--- src/rtl/alu_packet_ctrl.sv ---
// Packet sequencer between the UART AXI-stream byte ports and the ALU datapath.
// Parses host packets (opcode, reserved, LEN lo, LEN hi, payload) and either
// echoes the payload, sums 32-bit words, or multiplies them through an external
// multiplier. Results go back little-endian on the TX stream.
//
// state     | meaning
// ----------+-----------------------------------------------------------
// HDR0      | idle, waiting for opcode byte
// HDR1      | waiting for reserved byte
// HDR2      | waiting for LEN[7:0]
// HDR3      | waiting for LEN[15:8], then validate the packet
// DRAIN     | discard remaining payload bytes of a rejected packet
// PAYLOAD   | consume payload (echo passthrough or word assembly)
// MUL_REQ   | multiplier request pending, waiting for mul_ready_i
// MUL_WAIT  | waiting for mul_done_i
// RESP      | send the 4 accumulator bytes, LSB first
module alu_packet_ctrl #(
    parameter int DATA_WIDTH_P     = 8,
    parameter int TIMEOUT_CYCLES_P = 3225600
) (
    input  logic                    clk,
    input  logic                    rst,
    input  logic [DATA_WIDTH_P-1:0] rx_tdata_i,
    input  logic                    rx_tvalid_i,
    output logic                    rx_tready_o,
    output logic [DATA_WIDTH_P-1:0] tx_tdata_o,
    output logic                    tx_tvalid_o,
    input  logic                    tx_tready_i,
    output logic                    mul_valid_o,
    input  logic                    mul_ready_i,
    output logic [31:0]             mul_a_o,
    output logic [31:0]             mul_b_o,
    input  logic                    mul_done_i,
    input  logic [31:0]             mul_result_i,
    output logic                    busy_o,
    output logic                    err_o,
    output logic [1:0]              err_code_o
);

    localparam int            TW       = $clog2(TIMEOUT_CYCLES_P + 1);
    localparam logic [TW-1:0] TMO_LAST = TW'(TIMEOUT_CYCLES_P - 1);
    localparam logic [7:0]    OP_ECHO  = 8'hEC;
    localparam logic [7:0]    OP_ADD   = 8'hA1;
    localparam logic [7:0]    OP_MUL   = 8'hB2;

    typedef enum logic [3:0] {
        S_HDR0, S_HDR1, S_HDR2, S_HDR3, S_DRAIN,
        S_PAYLOAD, S_MUL_REQ, S_MUL_WAIT, S_RESP
    } state_t;

    state_t        state_q, state_d;
    logic [7:0]    opcode_q, opcode_d;
    logic [7:0]    len_lo_q, len_lo_d;
    logic [15:0]   rem_q, rem_d;
    logic [23:0]   word_q, word_d;
    logic          first_q, first_d;
    logic [31:0]   acc_q, acc_d;
    logic [1:0]    bidx_q, bidx_d;
    logic [7:0]    tx_data_q, tx_data_d;
    logic          tx_valid_q, tx_valid_d;
    logic          mul_valid_q, mul_valid_d;
    logic [31:0]   mul_a_q, mul_a_d;
    logic [31:0]   mul_b_q, mul_b_d;
    logic          err_q, err_d;
    logic [1:0]    err_code_q, err_code_d;
    logic [TW-1:0] tmo_q, tmo_d;

    logic [7:0]  rx_byte;
    logic        rx_ready;
    logic        rx_xfer;
    logic        tx_xfer;
    logic        is_echo;
    logic [15:0] len_full;
    logic [15:0] drain_len;
    logic [31:0] word_full;
    logic        counting;
    logic        abort_ok;

    assign rx_byte   = rx_tdata_i;
    assign is_echo   = (opcode_q == OP_ECHO);
    assign len_full  = {rx_byte, len_lo_q};
    assign drain_len = (len_full > 16'd4) ? (len_full - 16'd4) : 16'd0;
    assign word_full = {rx_byte, word_q};

    // RX acceptance depends only on state and TX backpressure
    always_comb begin
        rx_ready = 1'b0;
        case (state_q)
            S_HDR0, S_HDR1, S_HDR2, S_HDR3: rx_ready = 1'b1;
            S_DRAIN:   rx_ready = (rem_q != 16'd0);
            S_PAYLOAD: rx_ready = is_echo ? ((rem_q != 16'd0) && (!tx_valid_q || tx_tready_i))
                                          : 1'b1;
            default:   rx_ready = 1'b0;
        endcase
    end

    assign rx_xfer = rx_tvalid_i & rx_ready;
    assign tx_xfer = tx_tvalid_o & tx_tready_i;

    // Next-state, datapath and timeout logic
    always_comb begin
        state_d     = state_q;
        opcode_d    = opcode_q;
        len_lo_d    = len_lo_q;
        rem_d       = rem_q;
        word_d      = word_q;
        first_d     = first_q;
        acc_d       = acc_q;
        bidx_d      = bidx_q;
        tx_data_d   = tx_data_q;
        tx_valid_d  = tx_valid_q;
        mul_valid_d = mul_valid_q;
        mul_a_d     = mul_a_q;
        mul_b_d     = mul_b_q;
        err_d       = 1'b0;
        err_code_d  = err_code_q;
        tmo_d       = tmo_q;

        case (state_q)
            S_HDR0: if (rx_xfer) begin
                opcode_d = rx_byte;
                state_d  = S_HDR1;
            end
            S_HDR1: if (rx_xfer) state_d = S_HDR2;
            S_HDR2: if (rx_xfer) begin
                len_lo_d = rx_byte;
                state_d  = S_HDR3;
            end
            S_HDR3: if (rx_xfer) begin
                rem_d   = len_full - 16'd4;
                first_d = 1'b1;
                if (!(is_echo || opcode_q == OP_ADD || opcode_q == OP_MUL)) begin
                    err_d      = 1'b1;
                    err_code_d = 2'd1;
                    rem_d      = drain_len;
                    state_d    = S_DRAIN;
                end else if (is_echo) begin
                    if (len_full < 16'd4) begin
                        err_d      = 1'b1;
                        err_code_d = 2'd2;
                        rem_d      = 16'd0;
                        state_d    = S_DRAIN;
                    end else if (len_full == 16'd4) begin
                        state_d = S_HDR0;
                    end else begin
                        state_d = S_PAYLOAD;
                    end
                end else if (len_full < 16'd8 || len_full[1:0] != 2'd0) begin
                    err_d      = 1'b1;
                    err_code_d = 2'd2;
                    rem_d      = drain_len;
                    state_d    = S_DRAIN;
                end else begin
                    state_d = S_PAYLOAD;
                end
            end
            S_DRAIN: begin
                if (rem_q == 16'd0) begin
                    state_d = S_HDR0;
                end else if (rx_xfer) begin
                    rem_d = rem_q - 16'd1;
                    if (rem_q == 16'd1) state_d = S_HDR0;
                end
            end
            S_PAYLOAD: begin
                if (is_echo) begin
                    if (tx_xfer) tx_valid_d = 1'b0;
                    if (rx_xfer) begin
                        tx_data_d  = rx_byte;
                        tx_valid_d = 1'b1;
                        rem_d      = rem_q - 16'd1;
                    end else if (rem_q == 16'd0 && tx_xfer) begin
                        state_d = S_HDR0;
                    end
                end else if (rx_xfer) begin
                    rem_d  = rem_q - 16'd1;
                    word_d = {rx_byte, word_q[23:8]};
                    // rem counts down from a multiple of 4, so rem%4==1 marks the 4th byte
                    if (rem_q[1:0] == 2'd1) begin
                        first_d = 1'b0;
                        if (first_q) begin
                            acc_d = word_full;
                        end else if (opcode_q == OP_ADD) begin
                            acc_d = acc_q + word_full;
                        end
                        if (!first_q && opcode_q == OP_MUL) begin
                            mul_valid_d = 1'b1;
                            mul_a_d     = acc_q;
                            mul_b_d     = word_full;
                            state_d     = S_MUL_REQ;
                        end else if (rem_q == 16'd1) begin
                            bidx_d  = 2'd0;
                            state_d = S_RESP;
                        end
                    end
                end
            end
            S_MUL_REQ: if (mul_ready_i) begin
                mul_valid_d = 1'b0;
                state_d     = S_MUL_WAIT;
            end
            S_MUL_WAIT: if (mul_done_i) begin
                acc_d   = mul_result_i;
                bidx_d  = 2'd0;
                state_d = (rem_q == 16'd0) ? S_RESP : S_PAYLOAD;
            end
            S_RESP: if (tx_xfer) begin
                bidx_d = bidx_q + 2'd1;
                if (bidx_q == 2'd3) state_d = S_HDR0;
            end
            default: state_d = S_HDR0;
        endcase

        // Inter-byte timeout; echo waits for a pending TX byte before aborting,
        // and an echo whose payload is fully received is never aborted
        counting = (state_q == S_HDR1) || (state_q == S_HDR2) || (state_q == S_HDR3) ||
                   (state_q == S_DRAIN) || (state_q == S_PAYLOAD);
        abort_ok = !((state_q == S_PAYLOAD) && is_echo &&
                     ((rem_q == 16'd0) || (tx_valid_q && !tx_tready_i)));
        if (rx_xfer) begin
            tmo_d = '0;
        end else if (counting) begin
            if (tmo_q >= TMO_LAST) begin
                if (abort_ok) begin
                    state_d     = S_HDR0;
                    tx_valid_d  = 1'b0;
                    mul_valid_d = 1'b0;
                    err_d       = 1'b1;
                    err_code_d  = 2'd3;
                end
            end else begin
                tmo_d = tmo_q + TW'(1);
            end
        end
        if (state_d != state_q) tmo_d = '0;
    end

    // State and datapath registers with synchronous reset
    always_ff @(posedge clk) begin
        if (rst) begin
            state_q     <= S_HDR0;
            opcode_q    <= '0;
            len_lo_q    <= '0;
            rem_q       <= '0;
            word_q      <= '0;
            first_q     <= 1'b0;
            acc_q       <= '0;
            bidx_q      <= '0;
            tx_data_q   <= '0;
            tx_valid_q  <= 1'b0;
            mul_valid_q <= 1'b0;
            mul_a_q     <= '0;
            mul_b_q     <= '0;
            err_q       <= 1'b0;
            err_code_q  <= '0;
            tmo_q       <= '0;
        end else begin
            state_q     <= state_d;
            opcode_q    <= opcode_d;
            len_lo_q    <= len_lo_d;
            rem_q       <= rem_d;
            word_q      <= word_d;
            first_q     <= first_d;
            acc_q       <= acc_d;
            bidx_q      <= bidx_d;
            tx_data_q   <= tx_data_d;
            tx_valid_q  <= tx_valid_d;
            mul_valid_q <= mul_valid_d;
            mul_a_q     <= mul_a_d;
            mul_b_q     <= mul_b_d;
            err_q       <= err_d;
            err_code_q  <= err_code_d;
            tmo_q       <= tmo_d;
        end
    end

    assign rx_tready_o = rx_ready;
    // RESP drives the TX port straight from the accumulator byte lane
    assign tx_tvalid_o = tx_valid_q | (state_q == S_RESP);
    assign tx_tdata_o  = (state_q == S_RESP) ? acc_q[{bidx_q, 3'b000} +: 8] : tx_data_q;
    assign mul_valid_o = mul_valid_q;
    assign mul_a_o     = mul_a_q;
    assign mul_b_o     = mul_b_q;
    assign busy_o      = (state_q != S_HDR0);
    assign err_o       = err_q;
    assign err_code_o  = err_code_q;

endmodule

--- config.mk ---
export PLATFORM = sky130hd
export DESIGN_NAME = alu_packet_ctrl
export DESIGN_NICKNAME = d
export VERILOG_FILES = /design/src/rtl/alu_packet_ctrl.sv
export SDC_FILE = /design/constraint.sdc
export NUM_CORES = 1
export LEC_CHECK = 0
export ABC_AREA = 1
export CAP_MARGIN = 20
export CORE_MARGIN = 5
export CORE_UTILIZATION = 58
export DETAILED_ROUTE_END_ITERATION = 10
export GPL_TIMING_DRIVEN = 0
export PLACE_DENSITY_LB_ADDON = 0.08
export SYNTH_ARGS = -nofsm -noshare
export SYNTH_HDL_FRONTEND = slang
export SYNTH_SLANG_ARGS = --single-unit
export TNS_END_PERCENT = 50
--- constraint.sdc ---
create_clock -name clk -period 2.58 [get_ports clk]
set_clock_uncertainty 0.05 [all_clocks]
set_input_delay 0.387 -clock clk [delete_from_list [all_inputs] [get_ports clk]]
set_output_delay 0.387 -clock clk [all_outputs]
set_load 0.02 [all_outputs]
==> run metrics <==
H-tree Lvls 4; initial antenna violation count 0; Crit-path slowest cell o21ai_0; later-pin clock latency in the skew report 450 ps; Worst Setup Path Type reg -> reg; Yosys top cell area share 0.334; clock root buffer clkbuf_16; buffers and inverters on the worst path 5; fin cells 2186; synth cell count leaders nand2_1 (273), nor2_1 (268), dfxtp_1 (194); relative slew slack 0.376; Core Region 19600 um^2; Final Util 0.738; slowest cell delay on critical path 410 ps; dpl cell area 13200 um^2; Final Hold Fails 0; CP delay by family, top buffers and inverters; clk slew on worst S/H paths 70 ps; Syn Nets 1826; Die W 152 um; vias in the first global route 12327; Setup WS post-layout 22.6 ps; Slew @ Worst Pin 936 ps; status finished clean; Placed Cells 2130; R2R depth 15; Post-Syn Instances 1742; I/O Buffers 123; CP Launch Type flip-flop; Final GP Congestion 1.00; Unique masters post-synth 57; Ys Warns 0; layout net count 1993; Arrival @ worst endpoint 2820 ps; Ports 125; most instantiated library cell after synthesis nand2_1; synth-to-layout area growth 24.3%; ant diodes 0; power density cells 458 nW/um^2; DP HPWL 31700 um; global-route wire length before repair 64900 um; wire length per cell 19.8 um; TritonCTS clock tree yes; largest net degree at the start of global routing 20; DP Worst Slack -816 ps; setup TNS 0 ps; Initial DRC Count 1213; mean post-synth cell area 6.68 um^2; clk buf depth 2; Hold WS 400 ps; Die Y 152 um; drt via density 5.95; Final Critical Period 2560 ps; Hold Path Class in -> reg; Stages on worst setup path 15; Inserted Clock Buffers 17; Initial Utilization 0.594; Critical Path Fanout Max 10; CTS Hold Buffers Added 0; Global Route Usage Sum 0.366; Leak 6.11 nW; detailed-route via count 13013; Synth area leaders dfxtp_1 (33%), nand2_1 (8.8%), nor2_1 (8.6%); final period utilization 0.991; area of the mapped netlist 11600 um^2; number of clock sinks 194; Pwr Total 6.62 mW; Final setup violation count 0; pins over their slew limit 0; WL final 43200 um; Worst Hold Depth 3; Post-synth EDFFs 0; antenna viol nets, final 0; #FFs+latches synth 194; worst-path cell chain inv_2 > ha_4 > nand2_2 > nor2_4 > nand2_4 > nand2_2 > nand3_4 > buf_12 > nand2_8 > inv_2 > nand2_1 > buf_4 > buf_4 > o21ai_0 > a21oi_1; Crit. End Element flip-flop; die area 23000 um^2; sequential element share of the synthesized area 0.334; CP required 2840 ps; DRC errors left 0; layout cells sized above 1 0.128; post-route cell area 14500 um^2; GR Overflow Total 0; Rows 51; Pre-antenna DRT Iters 6; MaxCap Viol Count 0; worst IR drop on VDD 409 uV; cell taking the most area after synthesis dfxtp_1; f_max 391 MHz; post-synthesis async set-or-reset flop share 0; Most used DFF post-synth dfxtp_1
[timing repair]
item / CTS / global route
endpoints found under the hold margin: 0 / 0
pin swaps: 7 / 27
cloned: 1 / 3
setup buffers: 9 / 13
endpoints found under the setup margin: 152 / 145
gates resized for setup: 101 / 106
[worst paths after layout]
kind	startpoint	endpoint	slack, ps
worst min register to register	mul_b_o[27]	mul_b_o[27]	400
worst max register to register	rem_q[0]	word_q[1]	20
worst max-delay path	rem_q[0]	word_q[1]	20
worst min-delay path	rx_tdata_i[7]	word_q[23]	400
[area by class of cell]
cell class	count	area (um^2)
tap	265	332
multi-input combinational	1273	6960
inverter	196	751
buffer	79	450
timing repair buffer	148	1470
clock inverter	12	148
fill	1647	5130
sequential	194	3910
clock buffer	19	443
[sequential cells by signal (all words and copies together), names as in the netlist, 16 cells and up]
signal	count
mul_b_o	32
acc_q	32
word_q	24
tmo_q	22
rem_q	16
mul_a_o	32
[kinds of logic (layout without fill, tap and decap cells)]
kind of cell | Yosys count | in the layout | synth area share
AND/OR/NAND/NOR | 715 | 715 | 0.272
AO/OA/AOI/OAI | 468 | 469 | 0.220
buffers and inverters | 276 | 454 | 0.0937
flip-flops | 194 | 194 | 0.334
XOR/XNOR | 48 | 48 | 0.0361
adder cells (fa/ha/maj) | 38 | 38 | 0.0415
multiplexers | 3 | 3 | 0.00280
[cells in the final DEF, fill, tap and decap left out, types with 8 or more instances in the layout]
| cell type | count |
|---|---|
| o211ai_1 | 13 |
| dfxtp_1 | 172 |
| nor2_1 | 258 |
| nor3_1 | 17 |
| a31oi_1 | 11 |
| nand3_1 | 72 |
| dfxtp_2 | 21 |
| xnor2_1 | 18 |
| clkdlybuf4s50_1 | 110 |
| a211oi_1 | 8 |
| nor3_2 | 24 |
| buf_4 | 36 |
| nand2_1 | 263 |
| ha_1 | 32 |
| inv_1 | 181 |
| clkbuf_1 | 36 |
| nand4_1 | 22 |
| clkbuf_2 | 12 |
| o21ai_1 | 20 |
| a21oi_2 | 9 |
| nor2_4 | 12 |
| o21ai_0 | 179 |
| buf_2 | 10 |
| inv_2 | 10 |
| xor2_1 | 30 |
| nand2_2 | 12 |
| a21oi_1 | 171 |
| clkbuf_16 | 19 |
| a21o_1 | 10 |
[worst min-delay path: stages]
cell and delay (ps):
clkbuf_1 230, nand3_1 160, a21oi_1 70
[metal layers]
metal  GRT usage  vias to the layer above  share of wire
li1            -                     6127              -
met1       0.453                     6007           0.39
met2       0.595                      686           0.46
met3      0.0598                      193          0.087
met4       0.230                        0          0.067
met5           0                        -              0
[report_power, final]
group | leakage (nW) | internal (mW) | switching [mW]
clock network | 0.282 | 1.48 | 1.31
logic | 4.26 | 0.277 | 0.502
registers | 1.58 | 3.02 | 0.0268
Power figures use the tool's default switching activity.
